===== src/rtl/audio_pkg.sv =====
// Shared types for the tone sequencer: FSM states, widths and the
// note descriptor carried through the note FIFO.
package audio_pkg;

   localparam int SAMPLE_W = 16;
   localparam int PERIOD_W = 16;
   localparam int TICKS_W  = 16;

   localparam logic [SAMPLE_W-1:0] AMP_DEFAULT = 16'h3FFF;

   typedef enum logic [1:0] {
      S_IDLE = 2'd0,
      S_LOAD = 2'd1,
      S_PLAY = 2'd2,
      S_GAP  = 2'd3
   } seq_state_t;

   typedef struct packed {
      logic [PERIOD_W-1:0] period;
      logic [TICKS_W-1:0]  ticks;
   } note_desc_t;

endpackage


===== src/rtl/note_fifo.sv =====
// Synchronous FIFO of note descriptors with flush.
// Ports: CLK, RST (sync, active high), flush, push/wdata, pop/rdata,
//        count, full, empty. rdata shows the head entry.
module note_fifo
   import audio_pkg::*;
#(
   parameter int DEPTH = 8
) (
   input  logic                   CLK,
   input  logic                   RST,
   input  logic                   flush,
   input  logic                   push,
   input  note_desc_t             wdata,
   input  logic                   pop,
   output note_desc_t             rdata,
   output logic [$clog2(DEPTH):0] count,
   output logic                   full,
   output logic                   empty
);

   localparam int AW = $clog2(DEPTH);

   note_desc_t     mem [DEPTH];
   logic [AW-1:0]  wr_ptr;
   logic [AW-1:0]  rd_ptr;
   logic           push_ok;
   logic           pop_ok;

   assign full    = (count == (AW+1)'(DEPTH));
   assign empty   = (count == '0);
   assign push_ok = push && !full;
   assign pop_ok  = pop && !empty;
   assign rdata   = mem[rd_ptr];

   always_ff @(posedge CLK) begin
      if (push_ok) begin
         mem[wr_ptr] <= wdata;
      end
   end

   always_ff @(posedge CLK) begin
      if (RST || flush) begin
         wr_ptr <= '0;
         rd_ptr <= '0;
         count  <= '0;
      end else begin
         if (push_ok) begin
            wr_ptr <= wr_ptr + 1'b1;
         end
         if (pop_ok) begin
            rd_ptr <= rd_ptr + 1'b1;
         end
         unique case ({push_ok, pop_ok})
            2'b10:   count <= count + 1'b1;
            2'b01:   count <= count - 1'b1;
            default: count <= count;
         endcase
      end
   end

endmodule


===== src/rtl/tone_sequencer.sv =====
// Sequenced square-wave tone source: queues (period, ticks) notes and
// plays each one, followed by a silent gap, on the 16-bit sample output.
// Ports: CLK, RST (sync, active high), stop (flush), note_valid/ready,
//        note_period, note_ticks, fifo_count, busy, done_pulse, data.
module tone_sequencer
   import audio_pkg::*;
#(
   parameter int                  DEPTH     = 8,
   parameter int                  TICK_DIV  = 50000,
   parameter int                  GAP_TICKS = 1,
   parameter logic [SAMPLE_W-1:0] AMP       = AMP_DEFAULT
) (
   input  logic                   CLK,
   input  logic                   RST,
   input  logic                   stop,
   input  logic                   note_valid,
   output logic                   note_ready,
   input  logic [PERIOD_W-1:0]    note_period,
   input  logic [TICKS_W-1:0]     note_ticks,
   output logic [$clog2(DEPTH):0] fifo_count,
   output logic                   busy,
   output logic                   done_pulse,
   output logic [SAMPLE_W-1:0]    data
);

   localparam int PRE_W = (TICK_DIV > 1) ? $clog2(TICK_DIV) : 1;
   localparam logic [PRE_W-1:0] PRE_LAST = PRE_W'(TICK_DIV - 1);

   seq_state_t           state_q, state_d;
   logic [PERIOD_W-1:0]  per_q, per_d;
   logic [PERIOD_W-1:0]  phase_q, phase_d;
   logic [PERIOD_W:0]    phase_inc;
   logic [TICKS_W-1:0]   ticks_q, ticks_d;
   logic [PRE_W-1:0]     pre_q, pre_d;
   logic [SAMPLE_W-1:0]  data_d;
   logic                 wrap;
   logic                 fin;
   logic                 pop;
   logic                 push;
   logic                 full;
   logic                 empty;
   note_desc_t           wdesc;
   note_desc_t           head;

   assign note_ready = !full && !stop && !RST;
   assign push       = note_valid && note_ready;
   assign wdesc      = '{period: note_period, ticks: note_ticks};
   assign busy       = (state_q != S_IDLE);

   note_fifo #(
      .DEPTH (DEPTH)
   ) u_fifo (
      .CLK   (CLK),
      .RST   (RST),
      .flush (stop),
      .push  (push),
      .wdata (wdesc),
      .pop   (pop),
      .rdata (head),
      .count (fifo_count),
      .full  (full),
      .empty (empty)
   );

   // One prescaler/ticks pair times both PLAY and GAP.
   assign wrap      = (pre_q == PRE_LAST);
   assign fin       = wrap && (ticks_q == TICKS_W'(1));
   assign phase_inc = {1'b0, phase_q} + 1'b1;

   always_comb begin
      state_d    = state_q;
      per_d      = per_q;
      phase_d    = phase_q;
      ticks_d    = ticks_q;
      pre_d      = pre_q;
      pop        = 1'b0;
      done_pulse = 1'b0;
      unique case (state_q)
         S_IDLE: begin
            phase_d = '0;
            pre_d   = '0;
            if (!empty) begin
               state_d = S_LOAD;
            end
         end
         S_LOAD: begin
            pop     = 1'b1;
            per_d   = head.period;
            ticks_d = head.ticks;
            phase_d = '0;
            pre_d   = '0;
            state_d = (head.ticks == '0) ? S_IDLE : S_PLAY;
         end
         S_PLAY: begin
            pre_d = wrap ? '0 : pre_q + 1'b1;
            if (wrap) begin
               ticks_d = ticks_q - 1'b1;
            end
            // Wrapping at >= keeps the phase bounded for rests (P<2).
            if (phase_inc >= {1'b0, per_q}) begin
               phase_d = '0;
            end else begin
               phase_d = phase_inc[PERIOD_W-1:0];
            end
            if (fin) begin
               done_pulse = 1'b1;
               phase_d    = '0;
               pre_d      = '0;
               if (GAP_TICKS != 0) begin
                  state_d = S_GAP;
                  ticks_d = TICKS_W'(GAP_TICKS);
               end else begin
                  state_d = S_IDLE;
                  ticks_d = '0;
               end
            end
         end
         S_GAP: begin
            pre_d = wrap ? '0 : pre_q + 1'b1;
            if (wrap) begin
               ticks_d = ticks_q - 1'b1;
            end
            if (fin) begin
               state_d = S_IDLE;
               pre_d   = '0;
            end
         end
         default: begin
            state_d = S_IDLE;
         end
      endcase
      if (stop) begin
         state_d    = S_IDLE;
         per_d      = '0;
         phase_d    = '0;
         ticks_d    = '0;
         pre_d      = '0;
         pop        = 1'b0;
         done_pulse = 1'b0;
      end
   end

   // data is registered, so it is computed from the phase of the
   // cycle about to start; that makes PLAY cycle 0 already high.
   always_comb begin
      data_d = '0;
      if (state_d == S_PLAY && per_d >= PERIOD_W'(2) &&
          phase_d < (per_d >> 1)) begin
         data_d = AMP;
      end
   end

   always_ff @(posedge CLK) begin
      if (RST) begin
         state_q <= S_IDLE;
         per_q   <= '0;
         phase_q <= '0;
         ticks_q <= '0;
         pre_q   <= '0;
         data    <= '0;
      end else begin
         state_q <= state_d;
         per_q   <= per_d;
         phase_q <= phase_d;
         ticks_q <= ticks_d;
         pre_q   <= pre_d;
         data    <= data_d;
      end
   end

endmodule


===== config.mk =====
export PLATFORM = sky130hd
export DESIGN_NAME = tone_sequencer
export DESIGN_NICKNAME = d
export VERILOG_FILES = /design/src/rtl/audio_pkg.sv /design/src/rtl/note_fifo.sv /design/src/rtl/tone_sequencer.sv
export SDC_FILE = /design/constraint.sdc
export NUM_CORES = 1
export LEC_CHECK = 0
export BUFFER_PORTS_ARGS = -buffer_cell sky130_fd_sc_hd__buf_2
export CORE_MARGIN = 2
export CORE_UTILIZATION = 35
export CTS_BUF_LIST = sky130_fd_sc_hd__clkbuf_4 sky130_fd_sc_hd__clkbuf_8 sky130_fd_sc_hd__clkbuf_16
export DETAILED_ROUTE_END_ITERATION = 8
export SYNTH_ARGS = -nofsm -noshare
export SYNTH_HDL_FRONTEND = slang
export SYNTH_SLANG_ARGS = --single-unit

===== constraint.sdc =====
create_clock -name CLK -period 6.6 [get_ports CLK]
set_input_delay 0 -clock CLK [delete_from_list [all_inputs] [get_ports CLK]]
set_output_delay 0 -clock CLK [all_outputs]
set_load 0.05 [all_outputs]

==> results.py <==
metrics = {
    "synthesis": {
        "yosysTopAreaCell": "edfxtp_1",
        "synth_top_area_share_pct": 53.6,
        "synth.avg_cell_area_um2": 14.7,
        "synth_warnings": 0,
        "async_flop_share_pct": 0,
        "yosys_register_bits": 336,
        "yosysSeqAreaShare_pct": 64.8,
        "netlist_instances": 978,
        "syn_area_mm2": 0.0143,
        "yosysUniqueCellTypes": 61,
        "ys.flop_type": "edfxtp_1",
        "netlist_top_cells_area": "edfxtp_1 54%, dfxtp_1 11%, mux4_2 10%",
        "synth_edf_count": 256,
    },
    "clock_network": {
        "clock_sinks": 336,
        "post_cts_buffers": 0,
        "path_clk_slew_ns": 0.06,
        "cts_tree": "done",
        "clock_latency_ns": 0.52,
        "ctsLongestPathBuffers": 3,
        "cts_root_buffer": "clkbuf_16",
        "cts_buffers": 35,
        "htree_levels": 2,
    },
    "route": {
        "routed_wl_um": 30700,
        "drt-initial-drc-count": 714,
        "vias_per_cell": 5.19,
        "wl_per_cell_um": 18.9,
        "drt.antenna.violating_nets": 0,
        "post-route-drc-count": 0,
        "firstDrtPassIters": 5,
        "vias": 8430,
    },
    "timing": {
        "post-route-period-util_pct": 78.9,
        "setup_viol": 0,
        "hold_slack_ns": 0.0477,
        "rsz0062_at_grt": "false",
        "finalHoldViolations": 0,
        "fin_skew_ns": 0.0100,
        "worstMarginPinSlew_ns": 1.05,
        "clock.fmax_mhz": 192,
        "fin_tns_setup_ns": 0,
        "finalMaxSlewViolations": 0,
        "min_period_ns": 5.21,
        "slew_headroom_pct": 29.7,
    },
    "global_route": {
        "grt_pass1_wl_um": 48100,
        "use_met1_pct": 20.5,
        "grt_max_degree": 59,
        "grt_busiest_layer": "met2",
        "first_global_vias": 8311,
        "antenna_found_initial": 1,
        "grt_overflow_total": 0,
        "grt_use_met3_pct": 2.48,
        "grtUsageTotal_pct": 14.7,
        "grt.met2_usage_pct": 23.8,
    },
    "place": {
        "port_buffers": 56,
        "routabilityCongestion": 0.863,
        "hpwl_um": 18600,
        "placed_cell_area_mm2": 0.0152,
    },
    "floorplan": {
        "die_h_um": 206,
        "die_x_um": 206,
        "start_util_pct": 35.3,
        "num_rows": 74,
        "die_area_mm2": 0.0426,
        "ioPinCount": 59,
        "core_area_mm2": 0.0406,
    },
    "power_and_ir_drop": {
        "p_total_mw": 4.28,
        "power.leakage_nw": 5.44,
        "vdd_ir_drop_max_mv": 0.175,
        "p_per_area_mw_per_mm2": 258,
    },
    "worst_setup_path": {
        "arrival_ns": 5.64,
        "critPathKind": "reg2reg",
        "crit_fanout": 10,
        "startpoint_type": "flop",
        "reg2reg_slack_ns": 1.39,
        "required_ns": 7.04,
        "end_kind": "flop",
    },
    "final_layout": {
        "multi_input_area_mm2": 0.00470,
        "n_fill_cell": 3680,
        "finalInstanceArea_mm2": 0.0166,
        "fin_nets": 1143,
        "final_util_pct": 40.8,
        "drive_gt1_share_pct": 21.1,
        "syn_to_final_growth_pct": 15.8,
        "layout.area.seq_mm2": 0.00930,
        "final_common_cell": "edfxtp_1",
        "mostFrequentLayoutCells": "256 x edfxtp_1, 109 x nor2_1, 77 x dfxtp_1",
    },
    "job": {
        "drv_cap": 0,
    },
    "worst_hold_path": {
        "hold_class": "in2reg",
    },
    "status": {
        "status": "complete, no violations",
    },
}
-- registers in the layout (all words and copies together) (netlist names), named ones only --
| register | cells |
|---|---|
| data | 1 |
| per_q | 16 |
| u_fifo.count | 4 |
| ticks_q | 16 |
| u_fifo.rd_ptr | 3 |
| u_fifo.wr_ptr | 3 |
| u_fifo.mem | 256 |
| state_q | 2 |
| phase_q | 16 |
| pre_q | 16 |
-- per-stage QoR --
step	setup WS, ns	cells
final	1.39	1625
after global routing	0.856	1625
after CTS	1.45	1624
after detailed placement	1.53	1529
after global placement	1.76	1529
after floorplan	0.919	979
-- power breakdown --
group / total [mW] / internal (mW) / switching (mW) / leakage (nW)
clock: 1.90 / 1.12 / 0.777 / 0.565
combinational: 0.0983 / 0.0374 / 0.0610 / 1.92
sequential: 2.28 / 2.28 / 0.00287 / 2.95
total: 4.28 / 3.44 / 0.841 / 5.44
-- timing repair --
| item | 4_1_cts | 5_1_grt |
|---|---|---|
| resized for setup | 0 | 0 |
| endpoints found under the hold margin | 272 | 0 |
| hold buffers | 33 | 0 |
-- critical path, cell delays in order (launching register included) --
cell	delay, ns
dfxtp_1	0.47
ha_1	0.28
nand4_1	0.16
nor2_1	0.22
xor2_1	0.23
ha_1	0.28
a21oi_1	0.13
o21ai_0	0.14
a2111oi_0	0.46
nor2_1	0.15
nor4_2	0.91
a22oi_1	0.23
nor2_1	0.16
ha_1	0.26
a21oi_1	0.14
o21ai_0	0.14
o21ai_0	0.24
a2bb2oi_1	0.19
nor3_1	0.07
nor4b_2	0.26
-- area by class of cell --
cell class / count / share of cell area [%]
Tap cell: 532 / 4.01
Multi-Input combinational cell: 561 / 28.3
Antenna cell: 1 / 0.0151
Clock inverter: 9 / 0.505
Clock buffer: 53 / 6.17
Sequential cell: 336 / 56.0
Timing Repair Buffer: 103 / 4.31
Inverter: 30 / 0.678
-- worst paths after layout --
kind / startpoint / endpoint / cells past startpoint
worst max-delay path: phase_q[0] / data[12] / 19
worst min-delay path: note_valid / u_fifo.wr_ptr[1] / 4
worst max register to register: phase_q[0] / data[12] / 19
worst min register to register: pre_q[0] / pre_q[0] / 1
-- cells in the mapped netlist (17+ instances only) --
cell type,n
a21oi_1,51
clkbuf_1,20
dfxtp_1,80
edfxtp_1,256
ha_1,39
inv_1,30
mux4_2,64
nand2_1,42
nand3_1,18
nor2_1,112
o21ai_0,20
o22ai_1,17
xor2_1,20
-- cell families after synthesis --
kind of cell    Yosys count  share of synthesized area (%)
flops                   336                           64.8
simple gates            252                           8.62
compound gates          152                           6.90
buf+inv                  82                           2.77
mux                      80                           11.2
fa+ha+maj                40                           3.54
xor+xnor                 35                           2.14
other cells               1                         0.0262
-- layer usage --
layer | share of wire, % | vias up
met5 | 0 | -
met1 | 46 | 4241
met4 | 2.0 | 0
met2 | 47 | 208
li1 | - | 3944
met3 | 4.6 | 37
Note: power is estimated with default switching activity, not from simulation.
